<file path="src/rtl/cfeb_link_qualifier.sv">
// ============================================================================
// cfeb_link_qualifier : qualifies one DCFEB optical link and gates its comparator data
// Rev 1.0 : initial release
// ============================================================================
`default_nettype none

module cfeb_link_qualifier #(
  parameter int QUAL_BX    = 1024,
  parameter int ERR_WINDOW = 4096,
  parameter int ERR_THRESH = 4,
  parameter int HOLDOFF_BX = 256
) (
  input  logic        clock,
  input  logic        reset_n,
  input  logic        ttc_resync,
  input  logic        gtx_rx_sync_done,
  input  logic        gtx_rx_valid,
  input  logic        link_good,
  input  logic        link_bad,
  input  logic [47:0] gtx_rx_data,
  input  logic        cfeb_mask,
  input  logic        force_pass,
  output logic [47:0] cfeb_data,
  output logic        link_qualified,
  output logic [1:0]  link_state,
  output logic [7:0]  drop_count,
  output logic [15:0] err_total,
  output logic [7:0]  win_err_count
);

  localparam int QW = (QUAL_BX    > 1) ? $clog2(QUAL_BX)    : 1;
  localparam int WW = (ERR_WINDOW > 1) ? $clog2(ERR_WINDOW) : 1;
  localparam int HW = (HOLDOFF_BX > 1) ? $clog2(HOLDOFF_BX) : 1;

  localparam logic [QW-1:0] QUAL_LAST = QW'(QUAL_BX - 1);
  localparam logic [WW-1:0] WIN_LAST  = WW'(ERR_WINDOW - 1);
  localparam logic [HW-1:0] HOLD_LAST = HW'(HOLDOFF_BX - 1);
  localparam logic [8:0]    THRESH9   = 9'(ERR_THRESH);

  typedef enum logic [1:0] {
    IDLE    = 2'd0,
    QUAL    = 2'd1,
    GOOD    = 2'd2,
    PENALTY = 2'd3
  } state_t;

  state_t        state;
  logic [QW-1:0] qual_cnt;
  logic [WW-1:0] win_cnt;
  logic [HW-1:0] hold_cnt;
  logic [7:0]    win_err;

  logic err_now;
  logic win_wrap;
  logic thresh_hit;
  logic drop_event;
  logic pass_data;

  assign err_now    = gtx_rx_sync_done & (~gtx_rx_valid | ~link_good | link_bad);
  assign win_wrap   = (win_cnt == WIN_LAST);
  assign thresh_hit = err_now && (({1'b0, win_err} + 9'd1) >= THRESH9);
  // Losing sync and hitting the threshold on the same cycle is one drop, not two.
  assign drop_event = (state == GOOD) && (!gtx_rx_sync_done || thresh_hit);
  assign pass_data  = !cfeb_mask && (((state == GOOD) && !err_now) || force_pass);

  always_ff @(posedge clock or negedge reset_n) begin
    if (!reset_n) begin
      state    <= IDLE;
      qual_cnt <= '0;
      win_cnt  <= '0;
      hold_cnt <= '0;
      win_err  <= '0;
    end else begin
      case (state)
        IDLE: begin
          if (gtx_rx_sync_done) begin
            state    <= QUAL;
            qual_cnt <= '0;
          end
        end
        QUAL: begin
          if (!gtx_rx_sync_done) begin
            state <= IDLE;
          end else if (err_now) begin
            qual_cnt <= '0;
          end else if (qual_cnt == QUAL_LAST) begin
            state   <= GOOD;
            win_cnt <= '0;
            win_err <= '0;
          end else begin
            qual_cnt <= qual_cnt + 1'b1;
          end
        end
        GOOD: begin
          if (!gtx_rx_sync_done) begin
            state <= IDLE;
          end else if (thresh_hit) begin
            state    <= PENALTY;
            hold_cnt <= '0;
          end else if (win_wrap) begin
            // An error on the wrap cycle belongs to the closing window.
            win_cnt <= '0;
            win_err <= '0;
          end else begin
            win_cnt <= win_cnt + 1'b1;
            if (err_now) begin
              win_err <= win_err + 8'd1;
            end
          end
        end
        PENALTY: begin
          if (!gtx_rx_sync_done) begin
            state <= IDLE;
          end else if (hold_cnt == HOLD_LAST) begin
            state    <= QUAL;
            qual_cnt <= '0;
          end else begin
            hold_cnt <= hold_cnt + 1'b1;
          end
        end
        default: state <= IDLE;
      endcase
    end
  end

  always_ff @(posedge clock or negedge reset_n) begin
    if (!reset_n) begin
      err_total  <= '0;
      drop_count <= '0;
    end else if (ttc_resync) begin
      err_total  <= '0;
      drop_count <= '0;
    end else begin
      if (err_now && (err_total != 16'hFFFF)) begin
        err_total <= err_total + 16'd1;
      end
      if (drop_event && (drop_count != 8'hFF)) begin
        drop_count <= drop_count + 8'd1;
      end
    end
  end

  always_ff @(posedge clock or negedge reset_n) begin
    if (!reset_n) begin
      cfeb_data <= '0;
    end else begin
      cfeb_data <= pass_data ? gtx_rx_data : 48'd0;
    end
  end

  assign link_state     = state;
  assign link_qualified = (state == GOOD);
  assign win_err_count  = (state == GOOD) ? win_err : 8'd0;

endmodule

`default_nettype wire

</file>
<file path="config.mk">
export PLATFORM = sky130hd
export DESIGN_NAME = cfeb_link_qualifier
export DESIGN_NICKNAME = d
export VERILOG_FILES = /design/src/rtl/cfeb_link_qualifier.sv
export SDC_FILE = /design/constraint.sdc
export NUM_CORES = 1
export LEC_CHECK = 0
export BUFFER_PORTS_ARGS = -buffer_cell sky130_fd_sc_hd__buf_2
export CORE_MARGIN = 2
export CORE_UTILIZATION = 48
export DETAILED_ROUTE_END_ITERATION = 7
export GPL_ROUTABILITY_DRIVEN = 1
export PLACE_DENSITY_LB_ADDON = 0.12
export SYNTH_ARGS = -nofsm -noshare
export SYNTH_HDL_FRONTEND = slang
export SYNTH_SLANG_ARGS = --single-unit
</file>
<file path="constraint.sdc">
create_clock -name clock -period 1.75 [get_ports clock]
set_input_delay 0.0875 -clock clock [delete_from_list [all_inputs] [get_ports clock]]
set_output_delay 0.0875 -clock clock [all_outputs]
set_load 0.005 [all_outputs]
</file>
==> summary.md <==
| Metric | Value |
|---|---|
| Number of antenna repair diodes | 0 |
| Worst Slack Setup Final | -0.0994 ns |
| RSZ-0062 raised after global routing | true |
| Main flop type after synthesis | dfrtp_1 |
| Initial antenna violation count | 0 |
| Die Span X | 109 um |
| Clock skew | 0.0143 ns |
| Most instantiated cells after synthesis | dfrtp_1 (112), and2_1 (60), o21ai_0 (31) |
| Total core area | 10800 um2 |
| Yosys cell types | 56 |
| Sequential area share after synthesis | a little over half |
| Clock tree buffer depth | 2 |
| Most frequent cell after synthesis | dfrtp_1 |
| Global-route wire length before repair | between 20 and 25 mm |
| Fmax | 541 MHz |
| Ys Warns | 0 |
| Synth Net Count | 580 |
| Post-DP HPWL | ~10 mm |
| Die Y | 109 um |
| Clk root buf | clkbuf_8 |
| Failing checks | design-rule violations, negative setup slack |
| Pin count of the biggest net entering global routing | 49 |
| Total number of vias | ~5200 |
| Layout cells sized above 1 | 44.9% |
| Status | finished with violations |
| Residual DRC | 1 |
| TritonRoute pass-1 iters | 6 |
| Async set-reset flop share out of synthesis | 100% |
| Number of global-route vias before repair | between 5000 and 6000 |
| Kind of critical path | reg2reg |
| Drt wl/cell | 16.5 um |
| Initial Util | about half |
| Maximum vdd drop | roughly 0.45 mV |
| Largest area contributor in the netlist | dfrtp_1 |
| Max Slew Vio Count | 0 |
| Clock buffer count from CTS | 9 |
| # rows | 38 |
| Overall routing resource usage | 26.3% |
| CTS tree | done |
| Setup crit end kind | register |
| Mean number of vias per cell | 5.51 |
| Antenna Nets Post-Route | 0 |
| Grt ovf | 0 |
| Max-slew headroom | 63.1% |
| Maximum Capacitance Violations | 0 |
| Startpoint Class | register |
| CTS H-Tree Depth | 3 |
| Post-Syn Instances | just over 500 |
| Routed WL | 15.7 mm |
| Worst-path clk slew | 0.10 ns |
| Post-synth EDFFs | 0 |
| Area share of the largest cell type after synthesis | a little over half |
| Critical Path AT | 2.13 ns |
| Least-Margin Pin Slew | around 0.55 ns |
| NumNets Final | 865 |
| # setup viols final | 24 |
| Non-Filler Instances | between 900 and 1000 |
| Fin util | 75.1% |
| Synthesized area | 5290 um2 |
| Worst skew pair latency | 0.38 ns |
| Power Density | 593 nW/um2 |
| Starting DRT DRC Count | between 200 and 300 |
| Die area | 11900 um2 |
| Hold/Removal Path Class | in2reg |
| Placed insts | between 800 and 900 |
| Synth Area per Inst | 10.2 um2 |
| Final worst-path cycle share | 106% |
| Sink Count | 112 |
| Synth Register Bits | ~110 |
| Area growth, synth to finish | 53.3% |
| Port Buffer Count | 139 |
| # IOs | 140 |
| Final hold violation count | 0 |
| RePlAce Congestion | 0.849 |
| Worst-path fanout max | 3 |
| Static leakage | between 3 and 4 nW |
| Crit path required time | slightly above 2 ns |
| Fin crit period | 1.85 ns |
| Largest cells by area after synthesis | dfrtp_1 (53%), and2_1 (7.1%), o21ai_0 (2.9%) |
-- what timing repair did --
item	in CTS	in global routing
buffers inserted	8	11
cloned	1	1
setup endpoints to repair	36	55
hold buffers	49	0
pin swaps	19	27
hold endpoints to repair	82	0
resized for setup	32	74
-- metrics by stage --
stage                     cell area (um2)  setup WS [ns]  TNS [ns]  hold WS (ns)  power (mW)
after floorplan                      5410        -0.0774    -0.366        -0.208        2.94
after global placement               6870         -0.114    -0.975        0.0869        3.22
after detailed placement             6870         -0.183     -2.27        0.0862        3.24
after CTS                            7720        -0.0466    -0.227         0.156        4.78
after global routing                 8110         -0.171     -3.65         0.173        5.01
final                                8110        -0.0994    -0.974         0.167        4.81
-- cells in the final DEF (no fill, tap or decap), types with 11 or more instances in the layout --
cell type / instances
dlygate4sd3_1: 49
nand4_1: 12
nor2_1: 25
and2_1: 57
nand3_1: 22
dfrtp_1: 112
a21oi_1: 19
buf_2: 138
buf_4: 97
nand2_1: 23
o21ai_0: 15
o31ai_1: 11
-- worst max-delay path, cell delays in order (launching register included) --
cell and delay, ns:
dfrtp_1 0.40, ha_2 0.20, and4_4 0.15, a41o_4 0.23
nor4b_4 0.30, buf_4 0.17, nand3_4 0.09, o31ai_1 0.22
-- final timing paths --
kind                                         start                 endpoint  slack (ns)  depth (start not counted)
max reg2reg                 win_cnt[1]$_DFFE_PN0P_   win_cnt[9]$_DFFE_PN0P_        -0.1                          7
max in group asynchronous                  reset_n  cfeb_data[20]$_DFF_PN0_        0.95                          3
max                         win_cnt[1]$_DFFE_PN0P_   win_cnt[9]$_DFFE_PN0P_        -0.1                          7
min in group asynchronous                  reset_n  cfeb_data[12]$_DFF_PN0_        0.19                          2
min                               gtx_rx_sync_done  hold_cnt[6]$_DFFE_PN0P_        0.17                          3
min reg2reg                qual_cnt[8]$_DFFE_PN0P_  qual_cnt[8]$_DFFE_PN0P_        0.49                          1
-- area by class of cell --
class,count,area [um2]
Multi-Input combinational cell,371,2820
Tap cell,140,175
Clock inverter,6,51.3
Clock buffer,9,124
Timing Repair Buffer,297,2090
Sequential cell,112,2800
Fill cell,703,2680
Inverter,11,41.3
-- cell families after synthesis --
| kind of cell | Yosys count | synth area share, % |
|---|---|---|
| and+or+nand+nor | 226 | 24.4 |
| AOI/OAI and AO/OA | 117 | 14.4 |
| DFF | 112 | 53.0 |
| buffers and inverters | 35 | 2.89 |
| muxes | 15 | 2.96 |
| xor gates and xnor gates | 6 | 0.993 |
| adders and majority gates | 6 | 1.42 |
-- power breakdown --
group          switching (mW)  internal [mW]  leakage [nW]
clock                   0.929          0.535        0.0920
sequential             0.0348           2.66          1.51
combinational           0.310          0.342          2.31
total                    1.27           3.53          3.91
-- metal layers --
metal	vias to the layer above	GRT usage (%)	part of all wire [%]
li1	2430	-	-
met1	2595	33.4	41
met2	155	45.3	53
met3	36	3.83	4.3
met4	0	10.4	2.4
met5	-	0	0
-- sequential cells by signal, indices dropped and copies added, names as in the netlist --
name	count
err_total	16
hold_cnt	8
win_cnt	12
win_err	8
drop_count	8
qual_cnt	10
link_state	2
cfeb_data	48
No activity file was read; power rests on OpenSTA's default activity.
